===== config.mk =====
export PLATFORM = sky130hd
export DESIGN_NAME = lock_chain_ctrl
export DESIGN_NICKNAME = d
export VERILOG_FILES = /design/src/rtl/lock_pkg.sv /design/src/rtl/lock_chamber.sv /design/src/rtl/lock_chain_ctrl.sv
export SDC_FILE = /design/constraint.sdc
export NUM_CORES = 1
export LEC_CHECK = 0
export ABC_AREA = 1
export ABC_CLOCK_PERIOD_IN_PS = 4400
export BUFFER_PORTS_ARGS = -buffer_cell sky130_fd_sc_hd__buf_4
export CAP_MARGIN = 10
export CORE_MARGIN = 2
export CORE_UTILIZATION = 45
export CTS_CLUSTER_SIZE = 30
export DETAILED_ROUTE_END_ITERATION = 10
export PLACE_DENSITY = 0.63
export SLEW_MARGIN = 20
export SYNTH_ARGS = -nofsm -noshare
export SYNTH_HDL_FRONTEND = slang
export SYNTH_SLANG_ARGS = --single-unit

===== constraint.sdc =====
create_clock -name clk -period 4.4 [get_ports clk]
set_input_delay 0 -clock clk [delete_from_list [all_inputs] [get_ports clk]]
set_output_delay 0 -clock clk [all_outputs]
set_load 0.02 [all_outputs]

===== src/rtl/lock_pkg.sv =====
// Shared state codes and level helpers for the lock chain sequencer.
package lock_pkg;

    typedef logic [2:0] lock_state_t;

    localparam lock_state_t ST_IDLE      = 3'd0;
    localparam lock_state_t ST_EQUALIZE  = 3'd1;
    localparam lock_state_t ST_OPEN_WAIT = 3'd2;
    localparam lock_state_t ST_CLOSE     = 3'd3;
    localparam lock_state_t ST_DONE      = 3'd4;

    localparam int DEF_NUM_CHAMBERS = 2;
    localparam int DEF_LEVEL_W      = 8;
    localparam int DEF_OUTER_LEVEL  = 10;
    localparam int DEF_RISE         = 5;

    function automatic int rest_level(input int outer, input int rise, input int i);
        return outer + i * rise;
    endfunction

    // The inner pool sits one rise step above the last chamber.
    function automatic int inner_level(input int outer, input int rise, input int n);
        return rest_level(outer, rise, n + 1);
    endfunction

    function automatic logic is_chamber(input int region, input int n);
        return (region >= 1) && (region <= n);
    endfunction

    localparam int INNER_LEVEL = inner_level(DEF_OUTER_LEVEL, DEF_RISE, DEF_NUM_CHAMBERS);

endpackage


===== src/rtl/lock_chamber.sv =====
// One lock chamber: a water level register stepped by one unit per enabled tick,
// saturating at both ends of the level range.
module lock_chamber #(
    parameter int                 LEVEL_W     = 8,
    parameter logic [LEVEL_W-1:0] RESET_LEVEL = '0
) (
    input  logic               clk,
    input  logic               reset,
    input  logic               en,
    input  logic               up,
    input  logic               tick,
    output logic [LEVEL_W-1:0] level
);

    logic [LEVEL_W-1:0] level_q;
    logic [LEVEL_W-1:0] level_d;

    always_comb begin
        level_d = level_q;
        if (en && tick) begin
            if (up) begin
                if (level_q != {LEVEL_W{1'b1}}) begin
                    level_d = level_q + LEVEL_W'(1);
                end
            end else begin
                if (level_q != '0) begin
                    level_d = level_q - LEVEL_W'(1);
                end
            end
        end
    end

    always_ff @(posedge clk) begin
        if (reset) begin
            level_q <= RESET_LEVEL;
        end else begin
            level_q <= level_d;
        end
    end

    assign level = level_q;

endmodule


===== src/rtl/lock_chain_ctrl.sv =====
// Staircase lock sequencer: walks one gondola gate by gate between the outer
// and inner pools, equalising each gate's two sides before opening it.
//
// state        | meaning
// IDLE         | waiting for a pending or new request
// EQUALIZE     | stepping the adjusted chamber toward the other side of gate g
// OPEN_WAIT    | gate g open, levels frozen, waiting for gondola_clear
// CLOSE        | all gates shut, advance g or finish
// DONE         | one-cycle completion pulse, busy low
module lock_chain_ctrl
    import lock_pkg::*;
#(
    parameter  int NUM_CHAMBERS = DEF_NUM_CHAMBERS,
    parameter  int LEVEL_W      = DEF_LEVEL_W,
    parameter  int OUTER_LEVEL  = DEF_OUTER_LEVEL,
    parameter  int RISE         = DEF_RISE,
    localparam int PW           = $clog2(NUM_CHAMBERS + 2)
) (
    input  logic                            clk,
    input  logic                            reset,
    input  logic                            tick,
    input  logic                            arrive_req,
    input  logic                            depart_req,
    input  logic                            gondola_clear,
    output logic [NUM_CHAMBERS:0]           gate_open,
    output logic [NUM_CHAMBERS*LEVEL_W-1:0] chamber_level,
    output logic [PW-1:0]                   gondola_pos,
    output logic                            dir,
    output logic                            busy,
    output logic                            done
);

    localparam int POOL_INNER = inner_level(OUTER_LEVEL, RISE, NUM_CHAMBERS);

    lock_state_t           state_q, state_d;
    logic [PW-1:0]         gate_q, gate_d;
    logic [PW-1:0]         pos_q, pos_d;
    logic                  dir_q, dir_d;
    logic                  busy_q, busy_d;
    logic                  done_q, done_d;
    logic                  pend_up_q, pend_up_d;
    logic                  pend_down_q, pend_down_d;
    logic [NUM_CHAMBERS:0] gate_open_q, gate_open_d;

    logic [LEVEL_W-1:0]    region_lvl [0:NUM_CHAMBERS+1];
    logic [PW-1:0]         r_idx;
    logic [PW-1:0]         s_idx;
    logic [PW-1:0]         adj_idx;
    logic [LEVEL_W-1:0]    lvl_r;
    logic [LEVEL_W-1:0]    lvl_s;
    logic [LEVEL_W-1:0]    adj_cur;
    logic [LEVEL_W-1:0]    adj_target;
    logic                  levels_equal;
    logic                  adj_up;
    logic                  equalizing;
    logic [NUM_CHAMBERS-1:0] chamber_en;
    logic                  any_req;
    logic                  start_up;

    assign region_lvl[0]              = LEVEL_W'(OUTER_LEVEL);
    assign region_lvl[NUM_CHAMBERS+1] = LEVEL_W'(POOL_INNER);

    for (genvar i = 1; i <= NUM_CHAMBERS; i++) begin : g_chamber
        logic [LEVEL_W-1:0] lvl;

        lock_chamber #(
            .LEVEL_W     (LEVEL_W),
            .RESET_LEVEL (LEVEL_W'(rest_level(OUTER_LEVEL, RISE, i)))
        ) u_chamber (
            .clk   (clk),
            .reset (reset),
            .en    (chamber_en[i-1]),
            .up    (adj_up),
            .tick  (tick),
            .level (lvl)
        );

        assign chamber_en[i-1]                     = equalizing && (adj_idx == PW'(i));
        assign region_lvl[i]                       = lvl;
        assign chamber_level[i*LEVEL_W-1 -: LEVEL_W] = lvl;
    end

    // The gondola side is the reference unless it is a chamber; pools never move.
    always_comb begin
        r_idx = pos_q;
        s_idx = dir_q ? (gate_q + PW'(1)) : gate_q;
        lvl_r = region_lvl[r_idx];
        lvl_s = region_lvl[s_idx];
        levels_equal = (lvl_r == lvl_s);
        if (is_chamber(int'(r_idx), NUM_CHAMBERS)) begin
            adj_idx    = r_idx;
            adj_cur    = lvl_r;
            adj_target = lvl_s;
        end else begin
            adj_idx    = s_idx;
            adj_cur    = lvl_s;
            adj_target = lvl_r;
        end
        adj_up     = (adj_target > adj_cur);
        equalizing = (state_q == ST_EQUALIZE) && !levels_equal;
    end

    always_comb begin
        state_d     = state_q;
        gate_d      = gate_q;
        pos_d       = pos_q;
        dir_d       = dir_q;
        busy_d      = busy_q;
        done_d      = 1'b0;
        gate_open_d = '0;
        pend_up_d   = pend_up_q;
        pend_down_d = pend_down_q;
        any_req     = pend_up_q | pend_down_q | arrive_req | depart_req;
        start_up    = pend_up_q | (!pend_down_q & arrive_req);

        if (state_q != ST_IDLE) begin
            pend_up_d   = pend_up_q | arrive_req;
            pend_down_d = pend_down_q | depart_req;
        end

        case (state_q)
            ST_IDLE: begin
                busy_d = 1'b0;
                if (any_req) begin
                    state_d = ST_EQUALIZE;
                    busy_d  = 1'b1;
                    if (start_up) begin
                        dir_d       = 1'b1;
                        gate_d      = '0;
                        pos_d       = '0;
                        pend_up_d   = 1'b0;
                        pend_down_d = pend_down_q | depart_req;
                    end else begin
                        dir_d       = 1'b0;
                        gate_d      = PW'(NUM_CHAMBERS);
                        pos_d       = PW'(NUM_CHAMBERS + 1);
                        pend_down_d = 1'b0;
                        pend_up_d   = pend_up_q | arrive_req;
                    end
                end
            end
            ST_EQUALIZE: begin
                if (levels_equal) begin
                    state_d             = ST_OPEN_WAIT;
                    gate_open_d[gate_q] = 1'b1;
                end
            end
            ST_OPEN_WAIT: begin
                if (gondola_clear) begin
                    state_d = ST_CLOSE;
                    pos_d   = s_idx;
                end else begin
                    gate_open_d[gate_q] = 1'b1;
                end
            end
            ST_CLOSE: begin
                if (dir_q ? (gate_q == PW'(NUM_CHAMBERS)) : (gate_q == '0)) begin
                    state_d = ST_DONE;
                    done_d  = 1'b1;
                    busy_d  = 1'b0;
                end else begin
                    state_d = ST_EQUALIZE;
                    gate_d  = dir_q ? (gate_q + PW'(1)) : (gate_q - PW'(1));
                end
            end
            ST_DONE: begin
                // busy rises already in the IDLE cycle when work is queued.
                state_d = ST_IDLE;
                busy_d  = any_req;
            end
            default: begin
                state_d = ST_IDLE;
                busy_d  = 1'b0;
            end
        endcase
    end

    always_ff @(posedge clk) begin
        if (reset) begin
            state_q     <= ST_IDLE;
            gate_q      <= '0;
            pos_q       <= '0;
            dir_q       <= 1'b1;
            busy_q      <= 1'b0;
            done_q      <= 1'b0;
            pend_up_q   <= 1'b0;
            pend_down_q <= 1'b0;
            gate_open_q <= '0;
        end else begin
            state_q     <= state_d;
            gate_q      <= gate_d;
            pos_q       <= pos_d;
            dir_q       <= dir_d;
            busy_q      <= busy_d;
            done_q      <= done_d;
            pend_up_q   <= pend_up_d;
            pend_down_q <= pend_down_d;
            gate_open_q <= gate_open_d;
        end
    end

    assign gate_open   = gate_open_q;
    assign gondola_pos = pos_q;
    assign dir         = dir_q;
    assign busy        = busy_q;
    assign done        = done_q;

endmodule

* Yosys cells after proc, flatten, opt, wreduce, memory -nomap -nowiden
Cells that the tools add are included.
** Storage, ports and cells
- Word-level logic and storage cells :: 128
- Register bits after elaboration :: 31
- Input port bits :: 6
- Output and inout port bits :: 24
** Cells by class
- Bitwise gates (word level) :: 11
- Reductions and logical operators :: 27
- Eq/ne operators :: 17
- Order comparisons :: 7
- Multiplexer cells :: 49
- Add/sub/neg operators :: 6
** Operators with widths (count)
- 2-to-1 mux 8 bit :: 12
- binary-select mux 8 bit (select 2 bit) :: 2
- 2-to-1 mux 2 bit :: 9
- 2-to-1 mux 3 bit :: 6
- adder 8 x 1 -> 8 bit, second input constant :: 2
- != test 8 bit, second input constant :: 2
- nonzero test 8 bit :: 2
- subtractor 8 x 1 -> 8 bit, second input constant :: 2
- AND reduction 3 bit :: 5
- 2-to-1 mux 1 bit :: 14
- one-hot mux 3 bit (4 select lines) :: 1
- != test 2 bit, second input constant :: 5
- equality test 8 bit :: 1
- greater-than comparator 8 bit :: 1
- one-hot mux 2 bit (2 select lines) :: 2
- nonzero test 2 bit :: 4
- logical AND 1 bit :: 7
- equality test 3 x 2 -> 1 bit, second input constant :: 2
- >= comparator 3 bit, second input constant :: 2
- NOT 2 -> 3 bit :: 2
- bitwise OR 1 bit :: 6
- one-hot mux 3 bit (2 select lines) :: 1
- equality test 2 bit, second input constant :: 2
- >= comparator 2 x 1 -> 1 bit, second input constant :: 2
- 18 further kinds :: 23

* Logic depth before layout (Yosys ltp)
Gate-level depths: netlist (run 1).
- Word-level depth :: 12
- Gate-level depth with buffers :: 29

* Modules after synthesis
From an unflattened synthesis (run 1), not the netlist that was laid out.
** Second synthesis, totals
- Cell total of the unflattened synthesis :: 517
- Area total of the unflattened synthesis :: 2919.0 µm²
** Modules (own cells, without submodules)
- lock_chain_ctrl :: times used 1, area each 1455.1 µm², cells each 266
- lock_chamber (g_chamber[2].u_chamber) :: times used 1, area each 735.7 µm², cells each 130
- lock_chamber (g_chamber[1].u_chamber) :: times used 1, area each 728.2 µm², cells each 121

* Worst setup path before layout (run 1)
OpenSTA, ideal clock, no wires.
- Path kind :: register to register
- Start point :: register dir_q (netlist: dir)
- End point :: register g_chamber[2].u_chamber.level_q[7]
- Path buffers :: 2
- Data required time :: 4.268 ns
- Library setup time :: 0.132 ns
- Cell stages (with the launch flop) :: 25
- Data arrival time :: 3.776 ns
- Path slack :: 0.491 ns
- Cell sequence :: dfxtp_1 inv_2 ha_1 buf_2 buf_2 nor2_1 nand3_1 nand2_1 a21boi_0 ha_1 nand2_1 nor2_1 nand4_1 nand2_1 ha_1 nand2_1 inv_1 o21ai_0 nand3_1 a21oi_1 inv_1 nand2_1 nand2_1 nand3_1 a21oi_1
** Between the ends
- Word-level cells in the longest chain between the ends :: 11
- Elaborated cells on any way between the ends :: 19
- Classes of those cells :: order compare: 1; eq/ne: 3; mux: 8; bitwise: 1; reduce/logical: 6
** RTL lines
- start, declared :: RTL line lock_chain_ctrl.sv:38 : logic dir_q, dir_d;
- start signal, assigned :: RTL line lock_chain_ctrl.sv:193 : dir_q <= dir_d;
- 2-to-1 mux 2 bit (*) :: RTL line lock_chain_ctrl.sv:86 : s_idx = dir_q ? (gate_q + PW'(1)) : gate_q;
- parallel branches: the longest is 10 deep, another holds greater-than comparator 8 bit
- end signal, assigned :: RTL line lock_chamber.sv:37 : level_q <= level_d;
- end, declared :: RTL line lock_chamber.sv:15 : logic [LEVEL_W-1:0] level_q;
Every way passes the cells marked *. The select of a mux whose other input is x is not followed.
A chain may end at the register's enable or synchronous reset.

* Final worst setup path (run 1)
- Start point :: register dir_q (netlist: dir)
- End point :: register g_chamber[2].u_chamber.level_q[6]
Same word-level chain as after synthesis.

==> flow_metrics.tcl, run 1 <==
set metrics [dict create \
    firstDrtPassIters 5 \
    hold_viol_final 0 \
    postCtsResizedCells 0 \
    setup_violations 0 \
    critPathRequiredTime_ns 4.62 \
    async_reset_ff_frac 0 \
    ant_nets 0 \
    rsz0062_at_grt "no" \
    worstMarginPinSlew_ns 0.785 \
    synth-edff-count 0 \
    drive_above_1_share 0.123 \
    dp_hpwl_um 6400 \
    fin_ws_ns 0.443 \
    cp.arrival_ns 4.17 \
    syn-num-nets 513 \
    cts_inserted_buffers 5 \
    post-cts-setup-buffers 0 \
    drc_errors 0 \
    cp_top_family "adder cells" \
    dpl-instance-area_sq_um 3230 \
    ctsHoldBuffers 0 \
    row_count 29 \
    via_per_inst 5.36 \
    place.gp.congestion 0.912 \
    io_pins 30 \
    end_kind "register" \
    grt_use_total 0.241 \
    maxCapViolations 0 \
    clkSinkCount 31 \
    vias 3157 \
    portBuffers 29 \
    synth_cell_types 33 \
    maxSlewHeadroom 0.473 \
    hold_ws_ns 0.0562 \
    syn_inst 480 \
    area_delta_synth_final_pct 14.1 \
    ys_warn_count 0 \
    final_common_cell "nand2_1" \
    max_stage_delay_ns 0.53 \
    netlist_area_sq_um 2930 \
    core_sq_um 6310 \
    place_ws_ns 0.329 \
    slew_violations 0 \
    start_util 0.464 \
    insertion_delay_ns 0.28 \
    period_needed_ns 3.96 \
    cts.reportedPaths.clkPinSlew_ns 0.07 \
    synth_seq_cells 31 \
    final_cell_mix "151 x nand2_1, 60 x nand3_1, 52 x inv_1" \
    grt_max_degree 20 \
    cp-start-kind "register" \
    crit_top_cell "nand2_1" \
    status "complete, no violations" \
    final.period_utilization 0.899 \
    synth-seq-area-share 0.212 \
    first_iter_violations 272 \
    cts_max_path_buffers 2 \
    finClkSkew_ns 0.00223 \
    root_buffer "clkbuf_8" \
    nets 544 \
    slowest_stage "ha_2" \
    crit_fanout 16 \
    dieArea_sq_um 7160 \
    synthFlopType "dfxtp_1" \
    tns_ns 0 \
    grt_pass1_vias 2891 \
    path_buf_inv 4 \
    stdcell_area_sq_um 3340 \
    crit_type "register to register" \
    min_path_type "input port to register" \
    dieWidth_um 84.6 \
    fmax_mhz 253 \
    grt_first_pass_wirelength_um 14200 \
    routed_wirelength_um 8240 \
    antenna_found_initial 0 \
    avgSynthCellArea_sq_um 6.10 \
    antennaDiodeCount 0 \
    grt_overflow_total 0 \
    wire_per_inst_um 14.0 \
    h-tree-depth 2 \
    die_h_um 84.6 \
    tritoncts "yes" \
]
==> path summary, 6_finish.rpt <==
check                     start                               to  slack [ns]  cells past startpoint
setup reg to reg            dir  g_chamber[2].u_chamber.level[6]        0.44                     25
hold reg to reg            busy                             busy        0.49                      2
hold / removal    gondola_clear                       state_q[1]        0.06                      4
setup / recovery            dir  g_chamber[2].u_chamber.level[6]        0.44                     25
==> metrics by stage <==
step / utilization / cells
CTS: 0.528 / 589
global placement: 0.511 / 581
floorplan: - / 480
detailed placement: 0.511 / 581
finish: 0.529 / 589
global route: 0.529 / 589
==> registers in the layout, indices dropped and copies added (netlist names) <==
name,flops
gate_q,2
pend_down_q,1
busy,1
pend_up_q,1
done,1
state_q,3
gate_open,3
g_chamber.u_chamber.level,16
gondola_pos,2
dir,1
==> worst reg2reg max path: stages, from the launching register on <==
cell and delay (ns):
dfxtp_1 0.52, inv_2 0.11, ha_2 0.53, inv_1 0.18, nor2_1 0.13, nand3_1 0.08
nand2_1 0.11, nand2_1 0.06, ha_1 0.29, nand2_1 0.05, inv_1 0.06, nand2_1 0.05
nand2_1 0.05, nand2_1 0.04, nand2_1 0.08, nand2_1 0.11, buf_4 0.18, fa_1 0.41
nand3_1 0.10, nand2_1 0.07, nand2_1 0.08, nand2_1 0.05, a21oi_1 0.16, xnor2_1 0.14
nand3_1 0.10, a21oi_1 0.14
==> kinds of logic after synthesis <==
family / share of synthesized area
xor+xnor: 0.0239
simple gates: 0.410
buf+inv: 0.0988
mux: 0.00342
flops: 0.212
fa+ha+maj: 0.121
compound gates: 0.131
==> area by class of cell <==
type | instances | area, sq um
fillers | 661 | 2980
multi-input cells | 380 | 2020
flip-flops and latches | 31 | 621
repair buffers | 39 | 293
inverters | 54 | 203
clock buffers | 7 | 96.3
well taps | 77 | 96.3
clock inverters | 1 | 7.51
==> layer usage <==
metal | GRT usage | part of all wire | wire length (um)
met1 | 0.345 | 0.47 | 3890
met4 | 0.0952 | 0.027 | 224
met2 | 0.362 | 0.43 | 3560
met5 | 0 | 0 | 0
met3 | 0.0374 | 0.069 | 566
==> synth_stat cells (3+ instances only) <==
library cell,instances,area share
xor2_1,5,0.015
ha_1,25,0.11
nor2_4,4,0.015
nand2_1,152,0.19
nor4_1,4,0.0085
xnor2_1,3,0.0090
buf_2,6,0.010
clkbuf_1,5,0.0064
a21oi_1,43,0.074
nand2_2,3,0.0064
dfxtp_1,31,0.21
o21ai_0,14,0.024
inv_1,52,0.067
nor2_1,32,0.041
nand3_1,60,0.10
o21ai_1,6,0.010
nand4_1,7,0.015
nor3_1,6,0.010
Power of run 1 is left out: the tool's default activity adds up to more than one toggle a clock period on the data nets, which glitch-free logic cannot reach.
==> inputs of run 2 (changes only) <==
MAX_ROUTING_LAYER = met4   (was not set)
==> run 2 against run 1 <==
Register-to-register slack barely moved. Fmax rose by 0.36%. Clock-buffer cell count did not move. Setup slack improved by 0.014 ns. Wire length rose by 0.35%. Worst hold slack barely moved. Global-route usage rose by 0.68 points.
==> flow_metrics.tcl, run 2 (synthesized netlist as in run 1, its figures left out) <==
set metrics [dict create \
    status "complete, no violations" \
    dieArea_sq_um 7160 \
    place.gp.congestion 0.928 \
    nets 544 \
    clkSinkCount 31 \
    insertion_delay_ns 0.28 \
    fmax_mhz 254 \
    worstMarginPinSlew_ns 0.774 \
    max_stage_delay_ns 0.54 \
    tritoncts "yes" \
    root_buffer "clkbuf_8" \
    first_iter_violations 291 \
    antennaDiodeCount 0 \
    routed_wirelength_um 8270 \
    startpoint "dir" \
    critPathRequiredTime_ns 4.62 \
    rsz0062_at_grt "no" \
    via_per_inst 5.38 \
    firstDrtPassIters 5 \
    maxSlewHeadroom 0.480 \
    start_util 0.464 \
    antenna_found_initial 0 \
    area_delta_synth_final_pct 14.1 \
    stdcell_count 589 \
    row_count 29 \
    fillCellCount 661 \
    core_sq_um 6310 \
    slowest_stage "ha_2" \
    post-cts-setup-buffers 0 \
    setup_violations 0 \
    end_kind "register" \
    largest_reg_flops 16 \
    hold_viol_final 0 \
    h-tree-depth 2 \
    min_from "gondola_clear" \
    wire_per_inst_um 14.0 \
    grt_use_total 0.248 \
    cp-start-kind "register" \
    cts_max_path_buffers 2 \
    dp.cells 581 \
    grt_overflow_total 0 \
    crit_fanout 16 \
    grt_max_degree 20 \
    crit_type "register to register" \
    cts_inserted_buffers 5 \
    area.sequential_sq_um 621 \
    dpl-instance-area_sq_um 3230 \
    crit_top_cell "nand2_1" \
    ant_nets 0 \
    period_needed_ns 3.94 \
    die_h_um 84.6 \
    vias 3170 \
    dp_hpwl_um 6400 \
    drive_above_1_share 0.123 \
    reg2reg_from "dir" \
    multi_input_area_sq_um 2020 \
    portBuffers 29 \
    min_path_type "input port to register" \
    dieWidth_um 84.6 \
    io_pins 30 \
    final_cell_mix "151 x nand2_1, 60 x nand3_1, 52 x inv_1" \
    final_common_cell "nand2_1" \
    tns_ns 0 \
    grt_first_pass_wirelength_um 14200 \
    slew_violations 0 \
    stdcell_area_sq_um 3340 \
    maxCapViolations 0 \
    final.period_utilization 0.896 \
    finClkSkew_ns 0.00280 \
    utilization 0.529 \
    grt_pass1_vias 2887 \
    cts.reportedPaths.clkPinSlew_ns 0.07 \
    drc_errors 0 \
    cp.arrival_ns 4.16 \
]
[run 2: timing repair]
| action | CTS | global route |
|---|---|---|
| endpoints found under the setup margin | 0 | 5 |
| gates resized for setup | 0 | 2 |
| hold buffers | 0 | 0 |
[run 2: worst paths after layout]
| path | to | slack (ns) | depth (start not counted) |
|---|---|---|---|
| worst max-delay path | g_chamber[2].u_chamber.level[6] | 0.46 | 25 |
| worst min-delay path | state_q[1] | 0.06 | 4 |
| worst max register to register | g_chamber[2].u_chamber.level[6] | 0.46 | 25 |
| worst min register to register | busy | 0.49 | 2 |
[run 2: cell type report]
type	count	area share
repair buffers	39	0.0877
multi-input cells	380	0.606
flip-flops and latches	31	0.186
inverters	54	0.0607
clock inverters	1	0.00225
clock buffers	7	0.0289
well taps	77	0.0289
[run 2: layer usage]
| layer | global-route usage | wire (um) | vias up |
|---|---|---|---|
| met3 | 0.0334 | 548 | 22 |
| met5 | - | 0 | - |
| met1 | 0.347 | 3910 | 1407 |
| met4 | 0.0952 | 201 | 0 |
| met2 | 0.361 | 3610 | 104 |
| li1 | - | - | 1637 |
[run 2: critical path: cells and delay by family (launching register included)]
kind	cells	cell delay, ns
flops	1	0.52
buf+inv	4	0.53
fa+ha+maj	3	1.24
compound gates	2	0.29
simple gates	15	1.16
xor+xnor	1	0.14
[run 2: through the flow]
step                setup slack (ns)  hold slack, ns
finish                         0.457          0.0558
global route                  0.0134          0.0649
CTS                            0.296          0.0511
detailed placement             0.329           0.354
global placement               0.363           0.350
floorplan                      0.491           0.211
Power of run 2 is left out for the same reason.
